[src/rtl/ppu_pkg.sv]
// Shared state type, widths, int8 limits and the saturation helper used by the
// requantize/pack post-processing stage.
package ppu_pkg;

   typedef enum logic [1:0] {
      IDLE  = 2'd0,
      RUN   = 2'd1,
      FLUSH = 2'd2
   } state_e;

   localparam int DATA_BITS = 32;
   localparam int OUT_BITS  = 8;
   localparam int PACK      = DATA_BITS / OUT_BITS;

   localparam int INT8_MIN = -128;
   localparam int INT8_MAX = 127;

   localparam logic [7:0] UINT8_BIAS = 8'h80;

   // Clamp a wide signed value into the int8 range.
   function automatic logic [7:0] sat8(input logic signed [33:0] x);
      logic [7:0] y;
      if (x > 34'(INT8_MAX)) begin
         y = 8'h7F;
      end else if (x < 34'(INT8_MIN)) begin
         y = 8'h80;
      end else begin
         y = x[7:0];
      end
      return y;
   endfunction

endpackage

[src/rtl/ppu_requant_lane.sv]
// Two-stage requantization pipeline: rounding arithmetic shift, then zero-point add,
// optional ReLU and int8 saturation into the biased uint8 format (PPU_SAT_CNT_EN adds a saturation flag).
module ppu_requant_lane
   import ppu_pkg::*;
(
   input  logic                 clk,
   input  logic                 rst,
   input  logic                 stall_i,
   input  logic                 valid_i,
   input  logic                 last_i,
   input  logic [DATA_BITS-1:0] psum_i,
   input  logic [4:0]           shift_i,
   input  logic [7:0]           zp_i,
   input  logic                 relu_i,
   output logic                 s1_valid_o,
   output logic                 valid_o,
   output logic                 last_o,
   output logic [OUT_BITS-1:0]  byte_o
`ifdef PPU_SAT_CNT_EN
   ,
   output logic                 sat_o
`endif
);

   logic signed [32:0] ext;
   logic        [32:0] rnd;
   logic signed [32:0] sum33;
   logic signed [32:0] r_d;

   logic               s1_valid_q;
   logic               s1_last_q;
   logic signed [32:0] s1_r_q;

   logic signed [33:0] sum34;
   logic signed [7:0]  y8;
   logic        [7:0]  byte_d;

   logic               s2_valid_q;
   logic               s2_last_q;
   logic        [7:0]  s2_byte_q;

   // 33-bit math keeps the largest psum plus its rounding constant from wrapping.
   always_comb begin
      ext = {psum_i[DATA_BITS-1], psum_i};
      rnd = '0;
      if (shift_i != 5'd0) begin
         rnd = 33'd1 << (shift_i - 5'd1);
      end
      sum33 = ext + rnd;
      r_d   = sum33 >>> shift_i;
   end

   always_ff @(posedge clk) begin
      if (rst) begin
         s1_valid_q <= 1'b0;
         s1_last_q  <= 1'b0;
         s1_r_q     <= '0;
      end else if (!stall_i) begin
         s1_valid_q <= valid_i;
         s1_last_q  <= last_i;
         s1_r_q     <= r_d;
      end
   end

   // ReLU clamps at the zero point, which is the requantized image of real zero.
   always_comb begin
      sum34 = {s1_r_q[32], s1_r_q} + {{26{zp_i[7]}}, zp_i};
      y8    = sat8(sum34);
      if (relu_i && (y8 < $signed(zp_i))) begin
         y8 = zp_i;
      end
      byte_d = y8 ^ UINT8_BIAS;
   end

   always_ff @(posedge clk) begin
      if (rst) begin
         s2_valid_q <= 1'b0;
         s2_last_q  <= 1'b0;
         s2_byte_q  <= '0;
      end else if (!stall_i) begin
         s2_valid_q <= s1_valid_q;
         s2_last_q  <= s1_last_q;
         s2_byte_q  <= byte_d;
      end
   end

`ifdef PPU_SAT_CNT_EN
   logic sat_d;
   logic s2_sat_q;

   always_comb begin
      sat_d = (sum34 > 34'(INT8_MAX)) || (sum34 < 34'(INT8_MIN));
   end

   always_ff @(posedge clk) begin
      if (rst) begin
         s2_sat_q <= 1'b0;
      end else if (!stall_i) begin
         s2_sat_q <= sat_d;
      end
   end

   assign sat_o = s2_sat_q;
`endif

   assign s1_valid_o = s1_valid_q;
   assign valid_o    = s2_valid_q;
   assign last_o     = s2_last_q;
   assign byte_o     = s2_byte_q;

endmodule

[src/rtl/ppu_requant_pack.sv]
// PPU post-processing top: tile FSM, input counter and 4:1 byte packing around the requant lane.
// Optional saturation counter port sat_cnt is built when PPU_SAT_CNT_EN is defined.
module ppu_requant_pack
   import ppu_pkg::*;
#(
   parameter int LEN_BITS = 16
) (
   input  logic                 clk,
   input  logic                 rst,
   input  logic                 cfg_en,
   input  logic [4:0]           cfg_shift,
   input  logic [7:0]           cfg_zero_point,
   input  logic                 cfg_relu,
   input  logic [LEN_BITS-1:0]  cfg_len,
   input  logic [DATA_BITS-1:0] psum_in,
   input  logic                 psum_valid,
   output logic                 psum_ready,
   output logic [DATA_BITS-1:0] out_data,
   output logic                 out_valid,
   input  logic                 out_ready,
   output logic                 out_last,
   output logic                 busy
`ifdef PPU_SAT_CNT_EN
   ,
   output logic [15:0]          sat_cnt
`endif
);

   state_e state_q, state_d;

   logic [4:0]          shift_q;
   logic [7:0]          zp_q;
   logic                relu_q;
   logic [LEN_BITS-1:0] len_q;
   logic [LEN_BITS-1:0] in_cnt_q;

   logic start;
   logic stall;
   logic in_fire;
   logic in_last;
   logic pipe_empty;

   logic                s1_valid;
   logic                s2_valid;
   logic                s2_last;
   logic [OUT_BITS-1:0] s2_byte;

   logic [DATA_BITS-1:0] pack_q, pack_d;
   logic [1:0]           lane_q, lane_d;
   logic                 pend_q, pend_d;
   logic                 pend_last_q, pend_last_d;
   logic [DATA_BITS-1:0] out_data_q, out_data_d;
   logic                 out_valid_q, out_valid_d;
   logic                 out_last_q, out_last_d;

   assign start      = (state_q == IDLE) && cfg_en && (cfg_len != '0);
   assign stall      = out_valid_q && !out_ready;
   assign in_fire    = psum_valid && psum_ready;
   assign in_last    = (in_cnt_q == (len_q - LEN_BITS'(1)));
   assign pipe_empty = !s1_valid && !s2_valid;

   always_ff @(posedge clk) begin
      if (rst) begin
         state_q <= IDLE;
      end else begin
         state_q <= state_d;
      end
   end

   // FLUSH also exits when nothing is left to emit, covering a tile whose last word already left.
   always_comb begin
      state_d = state_q;
      unique case (state_q)
         IDLE: begin
            if (start) begin
               state_d = RUN;
            end
         end
         RUN: begin
            if ((in_cnt_q == len_q) && pipe_empty) begin
               state_d = FLUSH;
            end
         end
         FLUSH: begin
            if ((out_valid_q && out_ready && out_last_q) || (!pend_q && !out_valid_q)) begin
               state_d = IDLE;
            end
         end
         default: state_d = IDLE;
      endcase
   end

   always_comb begin
      busy       = (state_q != IDLE);
      psum_ready = (state_q == RUN) && (in_cnt_q != len_q) && !stall;
   end

   always_ff @(posedge clk) begin
      if (rst) begin
         shift_q  <= '0;
         zp_q     <= '0;
         relu_q   <= 1'b0;
         len_q    <= '0;
         in_cnt_q <= '0;
      end else if (start) begin
         shift_q  <= cfg_shift;
         zp_q     <= cfg_zero_point;
         relu_q   <= cfg_relu;
         len_q    <= cfg_len;
         in_cnt_q <= '0;
      end else if (in_fire) begin
         in_cnt_q <= in_cnt_q + LEN_BITS'(1);
      end
   end

   ppu_requant_lane u_lane (
      .clk        (clk),
      .rst        (rst),
      .stall_i    (stall),
      .valid_i    (in_fire),
      .last_i     (in_last),
      .psum_i     (psum_in),
      .shift_i    (shift_q),
      .zp_i       (zp_q),
      .relu_i     (relu_q),
      .s1_valid_o (s1_valid),
      .valid_o    (s2_valid),
      .last_o     (s2_last),
      .byte_o     (s2_byte)
`ifdef PPU_SAT_CNT_EN
      ,
      .sat_o      (s2_sat)
`endif
   );

   // A completed pack word moves to the output register the cycle after it fills,
   // while the next incoming byte already starts a fresh, zeroed word.
   always_comb begin
      pack_d      = pack_q;
      lane_d      = lane_q;
      pend_d      = pend_q;
      pend_last_d = pend_last_q;
      out_data_d  = out_data_q;
      out_valid_d = out_valid_q;
      out_last_d  = out_last_q;
      if (!stall) begin
         if (pend_q) begin
            out_data_d  = pack_q;
            out_valid_d = 1'b1;
            out_last_d  = pend_last_q;
         end else if (out_valid_q) begin
            out_valid_d = 1'b0;
            out_last_d  = 1'b0;
         end
         pack_d      = pend_q ? '0 : pack_q;
         pend_d      = 1'b0;
         pend_last_d = 1'b0;
         if (s2_valid) begin
            pack_d[lane_q*OUT_BITS +: OUT_BITS] = s2_byte;
            if ((lane_q == 2'(PACK-1)) || s2_last) begin
               pend_d      = 1'b1;
               pend_last_d = s2_last;
               lane_d      = 2'd0;
            end else begin
               lane_d = lane_q + 2'd1;
            end
         end
      end
   end

   always_ff @(posedge clk) begin
      if (rst) begin
         pack_q      <= '0;
         lane_q      <= '0;
         pend_q      <= 1'b0;
         pend_last_q <= 1'b0;
         out_data_q  <= '0;
         out_valid_q <= 1'b0;
         out_last_q  <= 1'b0;
      end else begin
         pack_q      <= pack_d;
         lane_q      <= start ? 2'd0 : lane_d;
         pend_q      <= pend_d;
         pend_last_q <= pend_last_d;
         out_data_q  <= out_data_d;
         out_valid_q <= out_valid_d;
         out_last_q  <= out_last_d;
      end
   end

   assign out_data  = out_data_q;
   assign out_valid = out_valid_q;
   assign out_last  = out_last_q;

`ifdef PPU_SAT_CNT_EN
   logic [15:0] sat_cnt_q;

   // Counts only range clamps; ReLU clamping is deliberately not included.
   always_ff @(posedge clk) begin
      if (rst) begin
         sat_cnt_q <= '0;
      end else if (start) begin
         sat_cnt_q <= '0;
      end else if (s2_valid && !stall && s2_sat && (sat_cnt_q != 16'hFFFF)) begin
         sat_cnt_q <= sat_cnt_q + 16'd1;
      end
   end

   assign sat_cnt = sat_cnt_q;
`endif

endmodule

[config.mk]
export PLATFORM = sky130hd
export DESIGN_NAME = ppu_requant_pack
export DESIGN_NICKNAME = d
export VERILOG_FILES = /design/src/rtl/ppu_pkg.sv /design/src/rtl/ppu_requant_lane.sv /design/src/rtl/ppu_requant_pack.sv
export SDC_FILE = /design/constraint.sdc
export NUM_CORES = 1
export LEC_CHECK = 0
export ABC_AREA = 0
export CORE_UTILIZATION = 65
export DETAILED_ROUTE_END_ITERATION = 8
export PLACE_DENSITY = 0.93
export SYNTH_ARGS = -nofsm -noshare
export SYNTH_HDL_FRONTEND = slang
export SYNTH_SLANG_ARGS = --single-unit
[constraint.sdc]
create_clock -name clk -period 14.5 [get_ports clk]
set_input_delay 4.35 -clock clk [delete_from_list [all_inputs] [get_ports clk]]
set_output_delay 4.35 -clock clk [all_outputs]
set_load 0.05 [all_outputs]
Yosys cells after proc, flatten, opt, wreduce, memory -nomap -nowiden --
Index checks and enable logic that the tools add are counted.
Storage, ports and cells: memories 0, logic and storage cells 93, bits in latches 0, register bits 163, ROM bits 0, bits in writable memories 0
Operators by class: multiplexer cells 19, bitwise gates (word level) 2, add/sub/neg operators 7, magnitude comparators 3, equal/unequal tests 9, shift-type cells 4, reductions and logical operators 30, divide/modulo/power cells 0, $mul 0
Operator list (number):
- $mux 32 | 2
- $add 33x8->34 | 1
- $gt 34x8->1 const B | 1
- $lt 34x8->1 const B | 1
- $neg 5->34 | 1
- $shift 8x34->32 const A | 1
- $shiftx 8x34->32 | 1
- $add 33x33->33 | 1
- $mux 33 | 1
- $shl 1x5->33 const A | 1
- $sshr 33x5->33 | 1
- $bwmux 32 | 1
- $eq 16x16->1 | 2
- $mux 8 | 3
- $add 16x1->16 const B | 1
- $ne 16x16->1 | 1
- $reduce_bool 16->1 | 1
- $sub 16x1->16 const B | 1
- $logic_and 1x1->1 | 12
- $lt 8x8->1 | 1
- $mux 2 | 4
- $mux 1 | 7
- $logic_not 1->1 | 6
- $ne 2x2->1 const B | 3
- 13 further kinds | 19

Depth between registers and ports, before layout --
depth after elaboration 8, gate-level depth with buffers 23, mapped depth without buffers 22

By module --
A second synthesis with hierarchy kept.
Second synthesis, totals: cells, all modules 1799, area, all modules 13588.0 um^2
Modules (own cells, without submodules):
- ppu_requant_lane | area an instance 8376.8 um^2, seq. area each 900.9 um^2, instances 1, cells an instance 1197
- ppu_requant_pack | area an instance 5211.2 um^2, seq. area each 2362.3 um^2, instances 1, cells an instance 602

Worst setup path before layout --
No wires, ideal clock.
kind input to output, start input out_ready, end output psum_ready, stages 3, slack 4893 ps, data required time 10150 ps, arrival 5257 ps, buffers on the path 1, path through nor2b_1 -> clkbuf_1 -> nor2_1
Between the ends: word-level cells in the longest chain between the ends 4
RTL lines:
- start, declared | line ppu_requant_pack.sv:20 | input logic out_ready,
- $logic_not 1->1 | line ppu_requant_pack.sv:57 | assign stall = out_valid_q && !out_ready;
- $logic_and 1x1->1 | line ppu_requant_pack.sv:57
- $logic_not 1->1
- $logic_and 1x1->1 | line ppu_requant_pack.sv:95 | psum_ready = (state_q == RUN) && (in_cnt_q != len_q) && !stall;
- end, declared | line ppu_requant_pack.sv:17 | output logic psum_ready,
Every way passes these cells.

Worst setup path in the final report --
Same ends and word-level chain as after synthesis.

==> reports/results.ini <==
[outcome]
status = completed

[final_layout]
ff_latch_area_um2 = 3260
final_common_cell = nand2_1
multi_input_area_um2 = 9360
final_cell_mix = nand2_1 (281), nor2_1 (188), a21oi_1 (176)
layout.nets = 2012
fin_cells = 2140
filler_cell_count = 1527
synthToLayoutAreaGrowth_pct = 12.2
drive_gt1_share_pct = 5.23
fin_area_um2 = 14900

[sta]
max_freq_ghz = 0.0949
hold_violations = 0
drv_slew = 0
fin_ws_ns = 3.97
setup_viol = 0
tns_ns = 0
fin_crit_sh_pct = 72.7
worst_pin_slew_ns = 1.31
min_period_ns = 10.53
clock_skew_ns = 0.0169
slew_headroom_pct = 12.9
rsz0062_at_grt = no

[drt]
wire_per_inst_um = 18.9
drtIter0Drc = 1787
dr.pass1.iters = 7
viasPerCell = 6.72
wirelength_um = 40500
ant_nets = 0
vias = 14400
drc = 0

[clock_tree]
cts_hold_buf = 0
cts_tree = done
cts_buffer_depth = 2
insertion_delay_ns = 0.44
root_buffer = clkbuf_16
cts_setup_buffers = 0
clkSlewWorstSetupHoldPaths_ns = 0.08
clock_sinks = 163
cts_made_buffers = 17
cts_resized = 0
htree_levels = 4

[die]
io_pins = 103
core_um2 = 19800
initial_core_util_pct = 67.2
rows = 51
die_w_um = 145
die_area_um2 = 21000
die_y_um = 145

[synth]
syn_inst = 1839
synthArstFlopShare_pct = 0
netlist.area_leader.share_pct = 24.5
yosysUniqueCellTypes = 82
netlist_area_um2 = 13300
syn_avg_cell_area_um2 = 7.23
synth_nets = 1990
yosysSeqAreaShare_pct = 24.5
synth_area_leaders = dfxtp_1 (25%), nand2_1 (7.9%), ha_1 (7.7%), a21oi_1 (6.6%), nor2_1 (5.3%)
yosys_warnings = 0
yosysTopAreaCell = dfxtp_1
synth_edf_count = 0
synth_top_flop_cell = dfxtp_1
ys_ff_latch = 163

[placed_design]
gp_congestion = 1.01
place_area_um2 = 14300
preCtsSetupSlack_ns = 4.05
dp_hpwl_um = 29200
io_buffers = 102
dp.cells = 2107

[min_path]
holdCritStartpoint = pack_q[29]
holdPathEnd = out_data[29]
whs_path_depth = 2
min_path_type = register to register

[pwr]
powerDensity_nw_per_um2 = 138
peakVddDrop_mv = 0.114
leakagePower_nw = 5.86

[job]
max_cap_violations = 0

[global_route]
gr-usage-met1_pct = 48.3
grt_pass1_wl_um = 66000
grt.met2_usage_pct = 62.4
busiest_layer = met2
antenna_found_initial = 1
grtUsageTotal_pct = 37.9
grt_max_degree = 120
gr-usage-met3_pct = 4.84
overflow = 0
grt_pass1_vias = 13300

[setup_path]
worst_setup_path_end_kind = output pin
worst_ep_required_time_ns = 10.15
worstSetupPathType = input pin to output pin
cp_max_fo = 28
r2r_cells = 20
r2r_setup_slack_ns = 7.73
startpoint_type = input pin
rr_endpoint = u_lane.s1_r_q[6]
critical_path_arrival_ns = 6.18
r2r_start = shift_q[1]

==> per-stage QoR <==
stage | hold WS [ns] | total power, mW | utilization [%]
2_1_floorplan | 0.422 | 1.30 | -
3_3_place_gp | 0.440 | 1.53 | 72.3
3_5_place_dp | 0.445 | 1.55 | 72.3
4_1_cts | 0.444 | 2.02 | 75.4
5_1_grt | 0.453 | 2.17 | 75.4
6_report | 0.440 | 2.05 | 75.4
==> worst max-delay path by stage <==
| stage | start | to | slack [ns] | cells after the start |
|---|---|---|---|---|
| floorplan | out_ready | psum_ready | 4.89 | 3 |
| global placement | out_ready | psum_ready | 4.04 | 5 |
| detailed placement | out_ready | psum_ready | 4.05 | 5 |
| CTS | out_ready | psum_ready | 3.98 | 5 |
| global route | out_ready | psum_ready | 3.90 | 5 |
| finish | out_ready | psum_ready | 3.97 | 5 |
==> kinds of logic after synthesis <==
logic type,after synthesis,share of synthesized area [%]
flip-flops,163,24.5
adder cells (fa/ha/maj),84,8.02
AO/OA/AOI/OAI,592,29.2
AND/OR/NAND/NOR,713,24.4
XOR/XNOR,80,5.27
buffers and inverters,170,5.06
multiplexers,37,3.54
==> layout make-up <==
| class | count | share of cell area, % |
|---|---|---|
| Inverter | 57 | 1.43 |
| Multi-Input combinational cell | 1506 | 62.7 |
| Clock inverter | 15 | 1.33 |
| Timing Repair Buffer | 116 | 7.53 |
| Sequential cell | 163 | 21.9 |
| Antenna cell | 1 | 0.0168 |
| Clock buffer | 17 | 2.85 |
| Tap cell | 265 | 2.22 |
==> report_power, final <==
part	internal, mW	switching [mW]
Combinational	0.381	0.635
Sequential	0.505	0.0694
Clock	0.236	0.228
==> cell usage after synthesis, types with 13 or more instances <==
library cell,n
nand4_1,25
ha_1,82
mux2i_1,20
nand2b_1,14
and3_1,22
nand2_1,281
inv_1,54
xor2_1,33
o21ai_0,112
nor4_1,15
a21o_1,42
a211oi_1,27
dfxtp_1,163
nor2_1,188
o211ai_1,24
o21a_1,17
a31oi_1,19
clkbuf_1,84
and2_1,19
nand3_1,46
a22oi_1,39
a21oi_1,176
xnor2_1,47
buf_1,15
nor3_1,38
o31ai_1,13
or3_1,19
==> critical path: stages <==
cell and delay [ns]:
clkdlybuf4s50_1 0.52, nor2b_2 0.05, buf_4 0.23, nor2_1 0.20, clkdlybuf4s50_1 0.83
==> routing by layer <==
layer  vias up  part of all wire, %
li1       6769                    -
met1      6630                   40
met2       823                   46
met3       168                  8.7
met4         0                  4.8
met5         -                    0
==> sequential cells by signal (all words and copies together), names as in the netlist <==
register,count
in_cnt_q,16
len_q,16
shift_q,5
u_lane.last_o,1
lane_q,2
pend_last_q,1
u_lane.s1_valid_o,1
u_lane.s1_r_q,33
zp_q,8
out_last,1
out_valid,1
relu_q,1
out_data,32
u_lane.valid_o,1
pack_q,32
state_q,2
pend_q,1
u_lane.byte_o,8
u_lane.s1_last_q,1
(Power assumes the default switching activity.)
